<file path="src/rtl/rf_wb_pkg.sv">
// rtl/rf_wb_pkg.sv - shared widths, queue entry type and onehot helper for the writeback controller
package rf_wb_pkg;

  localparam int REG_AW   = 5;
  localparam int DATA_W   = 32;
  localparam int NUM_REGS = 32;
  localparam logic [REG_AW-1:0] REG_ZERO = 5'd0;

  typedef struct packed {
    logic              live;
    logic [REG_AW-1:0] addr;
    logic [DATA_W-1:0] data;
  } wb_entry_t;

  function automatic logic [NUM_REGS-1:0] reg_onehot(input logic [REG_AW-1:0] a);
    logic [NUM_REGS-1:0] m;
    m    = '0;
    m[a] = 1'b1;
    return m;
  endfunction

endpackage

</file>
<file path="src/rtl/rf_wb_queue.sv">
// rtl/rf_wb_queue.sv - circular buffer of MDU results with squash-by-address and live-address mask
module rf_wb_queue
  import rf_wb_pkg::*;
#(
  parameter int DEPTH = 4
) (
  input  logic                clk,
  input  logic                reset,
  input  logic                push_i,
  input  wb_entry_t           push_entry_i,
  input  logic                pop_i,
  input  logic                squash_en_i,
  input  logic [REG_AW-1:0]   squash_addr_i,
  output logic                full_o,
  output logic                empty_o,
  output wb_entry_t           head_o,
  output logic [NUM_REGS-1:0] live_mask_o
);

  localparam int PTR_W = $clog2(DEPTH);
  localparam int CNT_W = PTR_W + 1;

  wb_entry_t        entries_q [DEPTH];
  logic [PTR_W-1:0] wr_ptr_q, wr_ptr_d;
  logic [PTR_W-1:0] rd_ptr_q, rd_ptr_d;
  logic [CNT_W-1:0] count_q, count_d;
  logic             do_push, do_pop;

  assign full_o  = (count_q == CNT_W'(DEPTH));
  assign empty_o = (count_q == '0);
  assign do_push = push_i & ~full_o;
  assign do_pop  = pop_i & ~empty_o;
  assign head_o  = entries_q[rd_ptr_q];

  always_comb begin
    wr_ptr_d = wr_ptr_q;
    rd_ptr_d = rd_ptr_q;
    count_d  = count_q;
    if (do_push) wr_ptr_d = wr_ptr_q + 1'b1;
    if (do_pop)  rd_ptr_d = rd_ptr_q + 1'b1;
    case ({do_push, do_pop})
      2'b10:   count_d = count_q + 1'b1;
      2'b01:   count_d = count_q - 1'b1;
      default: count_d = count_q;
    endcase
  end

  // Freed slots keep live=0, so the mask only needs to scan live bits.
  always_comb begin
    live_mask_o = '0;
    for (int i = 0; i < DEPTH; i++) begin
      if (entries_q[i].live) live_mask_o = live_mask_o | reg_onehot(entries_q[i].addr);
    end
    live_mask_o[0] = 1'b0;
  end

  always_ff @(posedge clk or posedge reset) begin
    if (reset) begin
      wr_ptr_q <= '0;
      rd_ptr_q <= '0;
      count_q  <= '0;
      for (int i = 0; i < DEPTH; i++) entries_q[i] <= '0;
    end else begin
      wr_ptr_q <= wr_ptr_d;
      rd_ptr_q <= rd_ptr_d;
      count_q  <= count_d;
      for (int i = 0; i < DEPTH; i++) begin
        if (squash_en_i && entries_q[i].live && (entries_q[i].addr == squash_addr_i))
          entries_q[i].live <= 1'b0;
      end
      if (do_pop)  entries_q[rd_ptr_q].live <= 1'b0;
      if (do_push) entries_q[wr_ptr_q]      <= push_entry_i;
    end
  end

endmodule

</file>
<file path="src/rtl/rf_writeback_ctrl.sv">
// rtl/rf_writeback_ctrl.sv - merges ALU writeback and queued MDU results onto the regfile write port
// Optional MDU queue bypass when RF_WB_BYPASS_EN is defined.
module rf_writeback_ctrl
  import rf_wb_pkg::*;
#(
  parameter int DEPTH = 4
) (
  input  logic                clk,
  input  logic                reset,
  input  logic                alu_wr,
  input  logic [REG_AW-1:0]   alu_addr,
  input  logic [DATA_W-1:0]   alu_data,
  input  logic                mdu_valid,
  output logic                mdu_ready,
  input  logic [REG_AW-1:0]   mdu_addr,
  input  logic [DATA_W-1:0]   mdu_data,
  output logic                rf_wr,
  output logic [REG_AW-1:0]   rf_waddr,
  output logic [DATA_W-1:0]   rf_wdata,
  output logic [NUM_REGS-1:0] pend_mask
);

  logic                q_full, q_empty, q_push, q_pop;
  wb_entry_t           q_head, q_push_entry;
  logic [NUM_REGS-1:0] q_live_mask;
  logic                alu_take, mdu_fire, bypass;

  logic                rf_wr_q, rf_wr_d;
  logic [REG_AW-1:0]   rf_waddr_q, rf_waddr_d;
  logic [DATA_W-1:0]   rf_wdata_q, rf_wdata_d;
  logic                mdu_out_q, mdu_out_d;

  assign alu_take  = alu_wr & (alu_addr != REG_ZERO);
  assign mdu_ready = ~q_full;
  assign mdu_fire  = mdu_valid & mdu_ready & (mdu_addr != REG_ZERO);

`ifdef RF_WB_BYPASS_EN
  assign bypass = mdu_fire & q_empty & ~alu_wr;
`else
  assign bypass = 1'b0;
`endif

  assign q_push       = mdu_fire & ~bypass;
  assign q_pop        = ~alu_take & ~q_empty;
  assign q_push_entry = '{live: 1'b1, addr: mdu_addr, data: mdu_data};

  // An ALU write kills older queued results to the same register; the push this cycle is younger.
  rf_wb_queue #(.DEPTH(DEPTH)) u_queue (
    .clk          (clk),
    .reset        (reset),
    .push_i       (q_push),
    .push_entry_i (q_push_entry),
    .pop_i        (q_pop),
    .squash_en_i  (alu_take),
    .squash_addr_i(alu_addr),
    .full_o       (q_full),
    .empty_o      (q_empty),
    .head_o       (q_head),
    .live_mask_o  (q_live_mask)
  );

  always_comb begin
    rf_wr_d    = 1'b0;
    rf_waddr_d = REG_ZERO;
    rf_wdata_d = '0;
    mdu_out_d  = 1'b0;
    if (alu_take) begin
      rf_wr_d    = 1'b1;
      rf_waddr_d = alu_addr;
      rf_wdata_d = alu_data;
    end else if (bypass) begin
      rf_wr_d    = 1'b1;
      rf_waddr_d = mdu_addr;
      rf_wdata_d = mdu_data;
      mdu_out_d  = 1'b1;
    end else if (q_pop && q_head.live) begin
      rf_wr_d    = 1'b1;
      rf_waddr_d = q_head.addr;
      rf_wdata_d = q_head.data;
      mdu_out_d  = 1'b1;
    end
  end

  always_ff @(posedge clk or posedge reset) begin
    if (reset) begin
      rf_wr_q    <= 1'b0;
      rf_waddr_q <= REG_ZERO;
      rf_wdata_q <= '0;
      mdu_out_q  <= 1'b0;
    end else begin
      rf_wr_q    <= rf_wr_d;
      rf_waddr_q <= rf_waddr_d;
      rf_wdata_q <= rf_wdata_d;
      mdu_out_q  <= mdu_out_d;
    end
  end

  assign rf_wr    = rf_wr_q;
  assign rf_waddr = rf_waddr_q;
  assign rf_wdata = rf_wdata_q;

  // The MDU result sitting on rf_* stays pending until the regfile samples it.
  always_comb begin
    pend_mask = q_live_mask;
    if (mdu_out_q) pend_mask = pend_mask | reg_onehot(rf_waddr_q);
    pend_mask[0] = 1'b0;
  end

endmodule

</file>
<file path="config.mk">
export PLATFORM = sky130hd
export DESIGN_NAME = rf_writeback_ctrl
export DESIGN_NICKNAME = d
export VERILOG_FILES = /design/src/rtl/rf_wb_pkg.sv /design/src/rtl/rf_wb_queue.sv /design/src/rtl/rf_writeback_ctrl.sv
export SDC_FILE = /design/constraint.sdc
export NUM_CORES = 1
export LEC_CHECK = 0
export BUFFER_PORTS_ARGS = -buffer_cell sky130_fd_sc_hd__buf_2
export CAP_MARGIN = 20
export CORE_ASPECT_RATIO = 2
export CORE_UTILIZATION = 60
export DETAILED_ROUTE_END_ITERATION = 12
export GPL_ROUTABILITY_DRIVEN = 0
export PLACE_DENSITY = 0.82
export SLEW_MARGIN = 20
export SYNTH_ARGS = -nofsm -noshare
export SYNTH_HDL_FRONTEND = slang
export SYNTH_HIERARCHICAL = 1
export SYNTH_SLANG_ARGS = --single-unit
</file>
<file path="constraint.sdc">
create_clock -name clk -period 7.4 [get_ports clk]
set_clock_uncertainty 0.05 [all_clocks]
set_input_delay 0.37 -clock clk [delete_from_list [all_inputs] [get_ports clk]]
set_output_delay 0.37 -clock clk [all_outputs]
set_load 0.02 [all_outputs]
</file>
* Word-level counts from Yosys, hierarchy flattened *
Index checks and enable logic that the tools add are counted.

word-level totals
  register bits = 198
  latch bits = 0
  RAM bits = 0
  ROM bits = 0
  input port bits = 78
  output and inout port bits = 71
  logic and storage cells = 117
  memories = 0

cells by class
  add/sub/neg operators = 4
  multiply operators = 0
  div/mod/pow operators = 0
  magnitude comparators = 14
  eq/ne operators = 7
  shift operators = 0
  multiplexer cells = 38
  bitwise operators = 15
  reductions and logical operators = 20

operators with widths
  cell                 count
  $bwmux 152           2
  $mux 152             2
  $mux 32              7
  $demux 38 s2         2
  $mux 38              4
  $or 32x32->32        4
  $bmux 38 s2          1
  $lt 5x6->1 const B   5
  $demux 1 s5          5
  $ge 5x1->1 const B   5
  $eq 5x5->1           4
  $logic_and 1x1->1    16
  $mux 1               12
  $mux 5               2
  $reduce_bool 5->1    2
  $and 1x1->1          6
  $ge 3x3->1 const B   2
  $lt 3x1->1 const B   2
  $not 2->3            2
  $pmux 3 s2           1
  $add 2x1->2 const B  2
  $add 3x1->3 const B  1
  $eq 3x3->1 const B   1
  $logic_not 3->1      1
  other kinds (5)      7

* Longest topological paths before layout *
Gate-level depths: netlist of run 1.

  word-level depth = 13
  depth in mapped cells = 13
  mapped depth without buffers = 11

* Hierarchy *
Netlist of run 1, hierarchy kept.

modules (own cells, without submodules)
  module             times used  cells each  area an instance (um^2)  seq. area each (um^2)
  rf_wb_queue        1           621         8479.4                   3978.8
  rf_writeback_ctrl  1           221         2197.1                   975.9

* Least setup slack after synthesis of run 1 *
OpenSTA, ideal clock, no wires.

  kind = in2reg
  start point = input port alu_addr[2]
  end point = register u_queue.count_q[2]
  library setup time = 79 ps
  arrival = 2745 ps
  data required time = 7271 ps
  setup slack = 4526 ps
  cell stages on the path = 13
  path buffers = 2
  cells stage by stage = or3_4 > o31ai_4 > inv_4 > buf_6 > nor2_2 > nor2b_1 > clkbuf_1 > ha_1 > inv_1 > fa_1 > xor2_1 > nor2_1 > xor2_1

between the ends
  longest elaborated chain between the ends = 7
  elaborated cells on any way between the ends = 9
  classes of those cells = 2 x eq/ne; 1 x mux; 4 x bitwise; 2 x reduce/logical

RTL lines
  what                                             RTL line                 text
  from (decl)                                      rf_writeback_ctrl.sv:11  input logic [REG_AW-1:0] alu_addr,
  $reduce_bool 5->1 *                              rf_writeback_ctrl.sv:33  assign alu_take = alu_wr & (alu_addr != REG_ZERO);
  $and 1x1->1 *                                    rf_writeback_ctrl.sv:33
  net alu_take                                     rf_writeback_ctrl.sv:26  logic alu_take, mdu_fire, bypass;
  $not 1->1 *                                      rf_writeback_ctrl.sv:44  assign q_pop = ~alu_take & ~q_empty;
  $and 1x1->1 *                                    rf_writeback_ctrl.sv:44
  net q_pop                                        rf_writeback_ctrl.sv:23  logic q_full, q_empty, q_push, q_pop;
  $and 1x1->1 *                                    rf_wb_queue.sv:32        assign do_pop = pop_i & ~empty_o;
  $eq 2x1->1 or $eq 2x2->1 (tied branches)         rf_wb_queue.sv:41        case ({do_push, do_pop})
  $pmux 3 s2 or $reduce_bool 2->1 (tied branches)  n/a
  to (signal assigned)                             rf_wb_queue.sv:66        count_q <= count_d;
  to (decl)                                        rf_wb_queue.sv:26        logic [CNT_W-1:0] count_q, count_d;

The timed path passes the listed nets; every way through them passes the cells marked *.
A chain may end at the register's enable or synchronous reset.

* Worst setup path in the final report of run 1 *
  start point = input port alu_addr[2]
  end point = register u_queue.count_q[2]

between the ends
  longest elaborated chain between the ends = 7
  elaborated cells on any way between the ends = 9
  classes of those cells = 2 x eq/ne; 1 x mux; 4 x bitwise; 2 x reduce/logical

RTL lines
  what                                             RTL line
  $reduce_bool 5->1 *                              rf_writeback_ctrl.sv:33
  $and 1x1->1 *                                    rf_writeback_ctrl.sv:33
  $not 1->1 *                                      rf_writeback_ctrl.sv:44
  $and 1x1->1 *                                    rf_writeback_ctrl.sv:44
  net q_pop                                        rf_writeback_ctrl.sv:23
  $and 1x1->1 *                                    rf_wb_queue.sv:32
  $eq 2x1->1 or $eq 2x2->1 (tied branches)         rf_wb_queue.sv:41
  $pmux 3 s2 or $reduce_bool 2->1 (tied branches)  n/a

Marks and branches as above.

==> metrics.csv, run 1 <==
stage,metric,value,unit
synthesis,netlist_area,0.0107,sq mm
cts,h-tree-depth,4,
cells_and_area,finish.utilization,69.3,%
job,drv_cap,0,
cells_and_area,layout-drive-gt1-share,43.3,%
timing,final_period_minus_worst_setup_slack,3.04,ns
place,io_buffer_count,147,
timing,max_freq,329,MHz
cts,cts.root.buffer_cell,clkbuf_16,
setup_path,crit_path_cell_trace,buf_2 > or3_4 > o31ai_4 > inv_4 > nor2_2 > nor2b_1 > ha_1 > inv_1 > fa_1 > xor2_1 > nor2_1 > xor2_1,
timing,tns,0,ns
timing,setup_slack,4.36,ns
setup_path,critical_path_class,in2reg,
power,p_total,5.35,mW
drt,vias,7775,
setup_path,critPathSlowestCell,nor2b_1,
cts,clock_sinks,198,
place,place.detailed.hpwl,19100,microns
drt,post-route-drc-count,0,
timing,worst_pin_slew,1.01,ns
cts,ctsResizeCount,0,
global_route,antenna_found_initial,3,
timing,report.final.slew_viol_count,0,
drt,vias_per_cell,6.60,
drt,ant_nets,0,
cts,clk_latency,0.43,ns
setup_path,ff2ff_path_depth,4,
drt,firstDrtPassIters,9,
power,p_per_area,445,mW/mm^2
synthesis,synth-warning-count,6,
global_route,grt_max_degree,81,
global_route,overflow,0,
global_route,grt_pass1_wl,47100,microns
setup_path,cpPeakStageDelay,0.45,ns
power,p_leak,5.32,nW
cts,clkTransAtPathRegs,0.07,ns
setup_path,crit_arrival,3.34,ns
cells_and_area,nets,1042,
setup_path,crit_path_start_kind,input pin,
status,status,"finished, final reports clean",
global_route,grt_use_total,36.1,%
synthesis,syn_inst,840,
setup_path,r2r_slack,4.54,ns
die,start_util,61.4,%
cts,cts_buffers,17,
hold_path,hp-class,in2async,
place,place_ws,3.95,ns
cts,clock_path_buffers,2,
die,pin_count,149,
drt,drt_iter0_markers,632,
drt,routed_wl,30000,microns
setup_path,cp-endpoint,u_queue/count_q[2],
die,core,0.0174,sq mm
setup_path,cp_common_cell,xor2_1,
setup_path,r2r_end,rf_waddr[4],
synthesis,syn_avg_cell_area,12.7,sq um
setup_path,critPathMaxFanout,38,
timing,timing.final.crit_share,41.0,%
cts,postCtsSetupBuffers,0,
timing,slew_headroom,32.4,%
drt,wl_per_cell,25.5,microns
die,die-width,96.3,microns
cells_and_area,area_delta_synth_final,12.8,%
timing,setup_viol,0,
setup_path,reg2reg_from,u_queue/rd_ptr_q[0],
cts,cts_tree,done,
global_route,grt_pass1_vias,8249,
setup_path,crit_start,alu_addr[2],
setup_path,end_kind,flop,
die,die_area,0.0183,sq mm
timing,hold_viol,0,
place,dp_cells,1145,
die,fp.dieH,191,microns
die,rows,68,
timing,rsz0062_at_grt,false,
setup_path,worst_ep_required_time,7.70,ns
cells_and_area,fin_cells,1178,
cts,cts-hold-fix-buffers,0,
power,worst_ir_drop_vdd,0.242,mV
[through the flow]
stage | hold WS (ns) | instance area [sq um]
final | 0.00329 | 12000
after floorplan | 0.406 | 10700
after global routing | 0.0794 | 12000
after CTS | 0.0374 | 12000
after global placement | 0.423 | 11400
after detailed placement | 0.440 | 11400
[sequential cells by signal, summed over array words and instances, names as in the netlist]
register           cells
u_queue/entries_q    152
rf_wdata              32
rf_waddr               5
u_queue/count_q        3
u_queue/rd_ptr_q       2
u_queue/wr_ptr_q       2
mdu_out_q              1
rf_wr                  1
[layout make-up]
class / count / area (sq um)
inverter: 12 / 52.6
tap: 210 / 263
clock buffer: 21 / 470
sequential: 198 / 4960
antenna: 1 / 2.50
fill: 1250 / 5330
clock inverter: 11 / 160
timing repair buffer: 151 / 769
multi-input combinational: 574 / 5350
[routing by layer]
metal | GRT usage, % | vias up | wire [microns]
met4 | 25.4 | 4 | 2190
met2 | 57.5 | 404 | 15100
li1 | - | 3335 | -
met3 | 13.0 | 144 | 2510
met1 | 38.8 | 3888 | 10200
met5 | 0 | - | 35
[layout by cell type (no fill, tap or decap), types with 17 or more instances in the layout]
cell type,instances
buf_2,147
mux2_2,113
nor2_1,22
clkbuf_16,17
mux2_4,36
xor2_1,18
mux4_2,38
nand2_1,94
dfrtp_1,196
o22ai_2,27
[worst min path at each step]
| stage | startpoint | endpoint | cells past startpoint |
|---|---|---|---|
| finish | reset | u_queue/entries_q[118] | 2 |
| global route | reset | u_queue/entries_q[118] | 2 |
| CTS | reset | u_queue/entries_q[118] | 2 |
| detailed placement | u_queue/entries_q[45] | u_queue/entries_q[45] | 1 |
| global placement | u_queue/count_q[2] | u_queue/count_q[2] | 1 |
| floorplan | u_queue/count_q[2] | u_queue/count_q[2] | 1 |
[where the power goes]
part / switching (mW) / internal, mW / leakage (nW)
sequential: 0.483 / 1.58 / 2.39
combinational: 1.12 / 1.18 / 2.62
clock: 0.415 / 0.566 / 0.303
total: 2.02 / 3.33 / 5.32
[critical path: cells and delay by family]
| kind | cells | cell delay (ns) |
|---|---|---|
| simple gates | 4 | 1.16 |
| buf+inv | 3 | 0.53 |
| compound gates | 1 | 0.32 |
| fa+ha+maj | 2 | 0.67 |
| xor+xnor | 2 | 0.30 |
No activity file was read; power rests on OpenSTA's default activity.
==> inputs of run 2 (changes only) <==
ABC_AREA = 1   (was not set)
CORE_UTILIZATION = 52   (was 60)
PLACE_DENSITY = 0.75   (was 0.82)
clock period = 2.67 ns   (was 7.4 ns; I/O delays follow)
==> metrics.csv, run 2 <==
stage,metric,value,unit,change
power,power.internal,8.16,mW,+150%
global_route,overflow,0,,unchanged
drt,wl_per_cell,21.5,microns,-16%
die,fp.dieH,203,microns,+6.7%
global_route,grt_use_total,44.2,%,+8.2 points
setup_path,reg2reg_from,u_queue/rd_ptr_q[1],,
cells_and_area,final_cell_mix,"nand2_1, dfrtp_1, buf_2",,
setup_path,crit_path_start_kind,flop,,
power,pwr-share-seq,34.4,%,-4.2 points
global_route,antenna_found_initial,4,,+1
place,io_buffer_count,147,,unchanged
cells_and_area,layout_commonest_cell,nand2_1,,
setup_path,critPathMaxFanout,8,,-79%
place,place.detailed.hpwl,25400,microns,+33%
power,p_per_area,1190,mW/mm^2,+170%
drt,drt_iter0_markers,1407,,+120%
power,switching_share,47.3,%,+9.6 points
place,dp_cells,1806,,+58%
setup_path,r2r_end,rf_wdata[18],,
status,violations,DRC,,
setup_path,crit_buf_inv,3,,unchanged
power,switchingPower,7.33,mW,+260%
synthesis,syn_inst,1433,,+71%
cts,clock_sinks,198,,unchanged
setup_path,crit_path_cell_trace,inv_1 > nand3_1 > inv_1 > a21oi_1 > nand2_1 > o21bai_1 > buf_2,,
timing,slew_headroom,24.9,%,-7.5 points
hold_path,hp-class,in2reg,,
cts,clk_latency,0.45,ns,+0.02 ns
setup_path,crit_arrival,2.40,ns,-0.94 ns
timing,worst_pin_slew,1.11,ns,+0.102 ns
global_route,grt_pass1_wl,65800,microns,+40%
setup_path,ff2ff_path_depth,6,,+2
drt,firstDrtPassIters,12,,+3
setup_path,worst_ep_required_time,2.49,ns,-5.21 ns
drt,vias,11400,,+47%
cells_and_area,n_fill_cell,1737,,+39%
timing,holdWs,0.0642,ns,+0.0609 ns
die,start_util,52.9,%,-8.5 points
hold_path,hold_depth,3,,
setup_path,cp_top_family,flip-flops,,
job,drv_cap,0,,unchanged
timing,setup_viol,0,,unchanged
cts,clock_path_buffers,2,,unchanged
cells_and_area,area_delta_synth_final,23.9,%,
setup_path,cp_common_cell,inv_1,,
drt,ant_nets,0,,unchanged
setup_path,r2r_slack,0.13,ns,-4.41 ns
power,p_leak,6.76,nW,+27%
timing,hold_viol,0,,unchanged
cells_and_area,nets,1726,,+66%
power,pwr-share-clk,18.5,%,+0.2 points
die,core,0.0199,sq mm,+15%
timing,max_freq,388,MHz,
cts,cts_tree,done,,
drt,post-route-drc-count,2,,+2
setup_path,critPathSlowestCell,dfrtp_1,,
status,status,"finished, violations left",,
die,rows,73,,+7.4%
synthesis,syn_avg_cell_area,7.35,sq um,-42%
die,pin_count,149,,unchanged
synthesis,netlist_area,0.0105,sq mm,-1.2%
cells_and_area,largest-register,u_queue/entries_q,,
global_route,grt_max_degree,44,,-46%
setup_path,end_kind,output port,,
global_route,grt_pass1_vias,11400,,+38%
setup_path,crit_start,u_queue/entries_q[36],,
power,combinationalPowerShare,47.1,%,+4.1 points
cells_and_area,fin_cells,1915,,+63%
timing,report.final.slew_viol_count,0,,unchanged
cts,clkTransAtPathRegs,0.07,ns,about the same
setup_path,cpPeakStageDelay,0.69,ns,+0.24 ns
timing,rsz0062_at_grt,true,,
cells_and_area,layout-drive-gt1-share,15.3,%,-28 points
die,die-width,103,microns,+6.6%
hold_path,min_to,rf_waddr[0],,
cells_and_area,largest_reg_flops,152,,unchanged
drt,routed_wl,41100,microns,+37%
die,die_area,0.0209,sq mm,+14%
timing,final_period_minus_worst_setup_slack,2.58,ns,
cts,h-tree-depth,4,,unchanged
drt,vias_per_cell,5.97,,-9.5%
hold_path,min_from,alu_addr[0],,
cts,cts_buffers,17,,unchanged
synthesis,synth-warning-count,6,,unchanged
cts,cts.root.buffer_cell,clkbuf_16,,
timing,timing.final.crit_share,96.6,%,
setup_path,critical_path_class,reg2out,,
power,worst_ir_drop_vdd,0.532,mV,+120%
[run 2: how the worst max path moves through the flow]
stage / end / cells past startpoint / slack, ns
after floorplan: u_queue/count_q[2] / 14 / 0.33
after global placement: u_queue/count_q[2] / 13 / 0.32
after detailed placement: u_queue/count_q[2] / 13 / 0.25
after CTS: u_queue/count_q[2] / 13 / 0.12
after global routing: pend_mask[18] / 7 / -0.06
final: pend_mask[1] / 7 / 0.09
[run 2: power by group through the flow]
stage | registers (mW) | logic [mW] | clock network [mW]
2_1_floorplan | 5.12 | 4.33 | 0
3_5_place_dp | 5.21 | 6.63 | 0
5_1_grt | 5.46 | 7.93 | 3.00
6_report | 5.33 | 7.30 | 2.86
4_1_cts | 5.17 | 6.77 | 2.87
3_3_place_gp | 5.18 | 6.50 | 0
[run 2: layer usage]
layer | vias up | wire (microns) | GRT usage [%]
li1 | 5046 | - | -
met1 | 5238 | 12800 | 44.2
met2 | 860 | 18900 | 63.7
met3 | 296 | 4920 | 24.5
met4 | 2 | 4470 | 40.1
met5 | - | 14 | 3.33
[run 2: repair_timing]
item	4_1_cts	5_1_grt
buffers inserted	0	4
resized for setup	0	17
endpoints found under the setup margin	0	27
hold endpoints to repair	224	0
hold buffers	70	0
[run 2: tightest hold or removal path: stages]
cell	delay, ns
buf_2	0.14
nand2_1	0.10
nand2_1	0.11
[run 2: area by class of cell]
type                    count  area, sq um  share of cell area [%]
diodes                      3         7.51                  0.0575
clock buffers              20          457                    3.50
clock inverters            11          196                    1.50
inverters                  81          319                    2.44
multi-input cells        1085         4980                    38.1
flip-flops and latches    198         4960                    38.0
well taps                 262          328                    2.51
repair buffers            255         1810                    13.9
[run 2: through the flow]
stage          cell area (sq um)  total power, mW  setup WS, ns  util (%)  TNS (ns)
2_1_floorplan              10600             9.45         0.329         -         0
3_3_place_gp               11600             11.7         0.324      58.2         0
3_5_place_dp               11600             11.8         0.249      58.2         0
4_1_cts                    12900             14.8         0.115      65.0         0
5_1_grt                    13100             16.4       -0.0578      65.6   -0.0578
6_report                   13100             15.5        0.0897      65.6         0
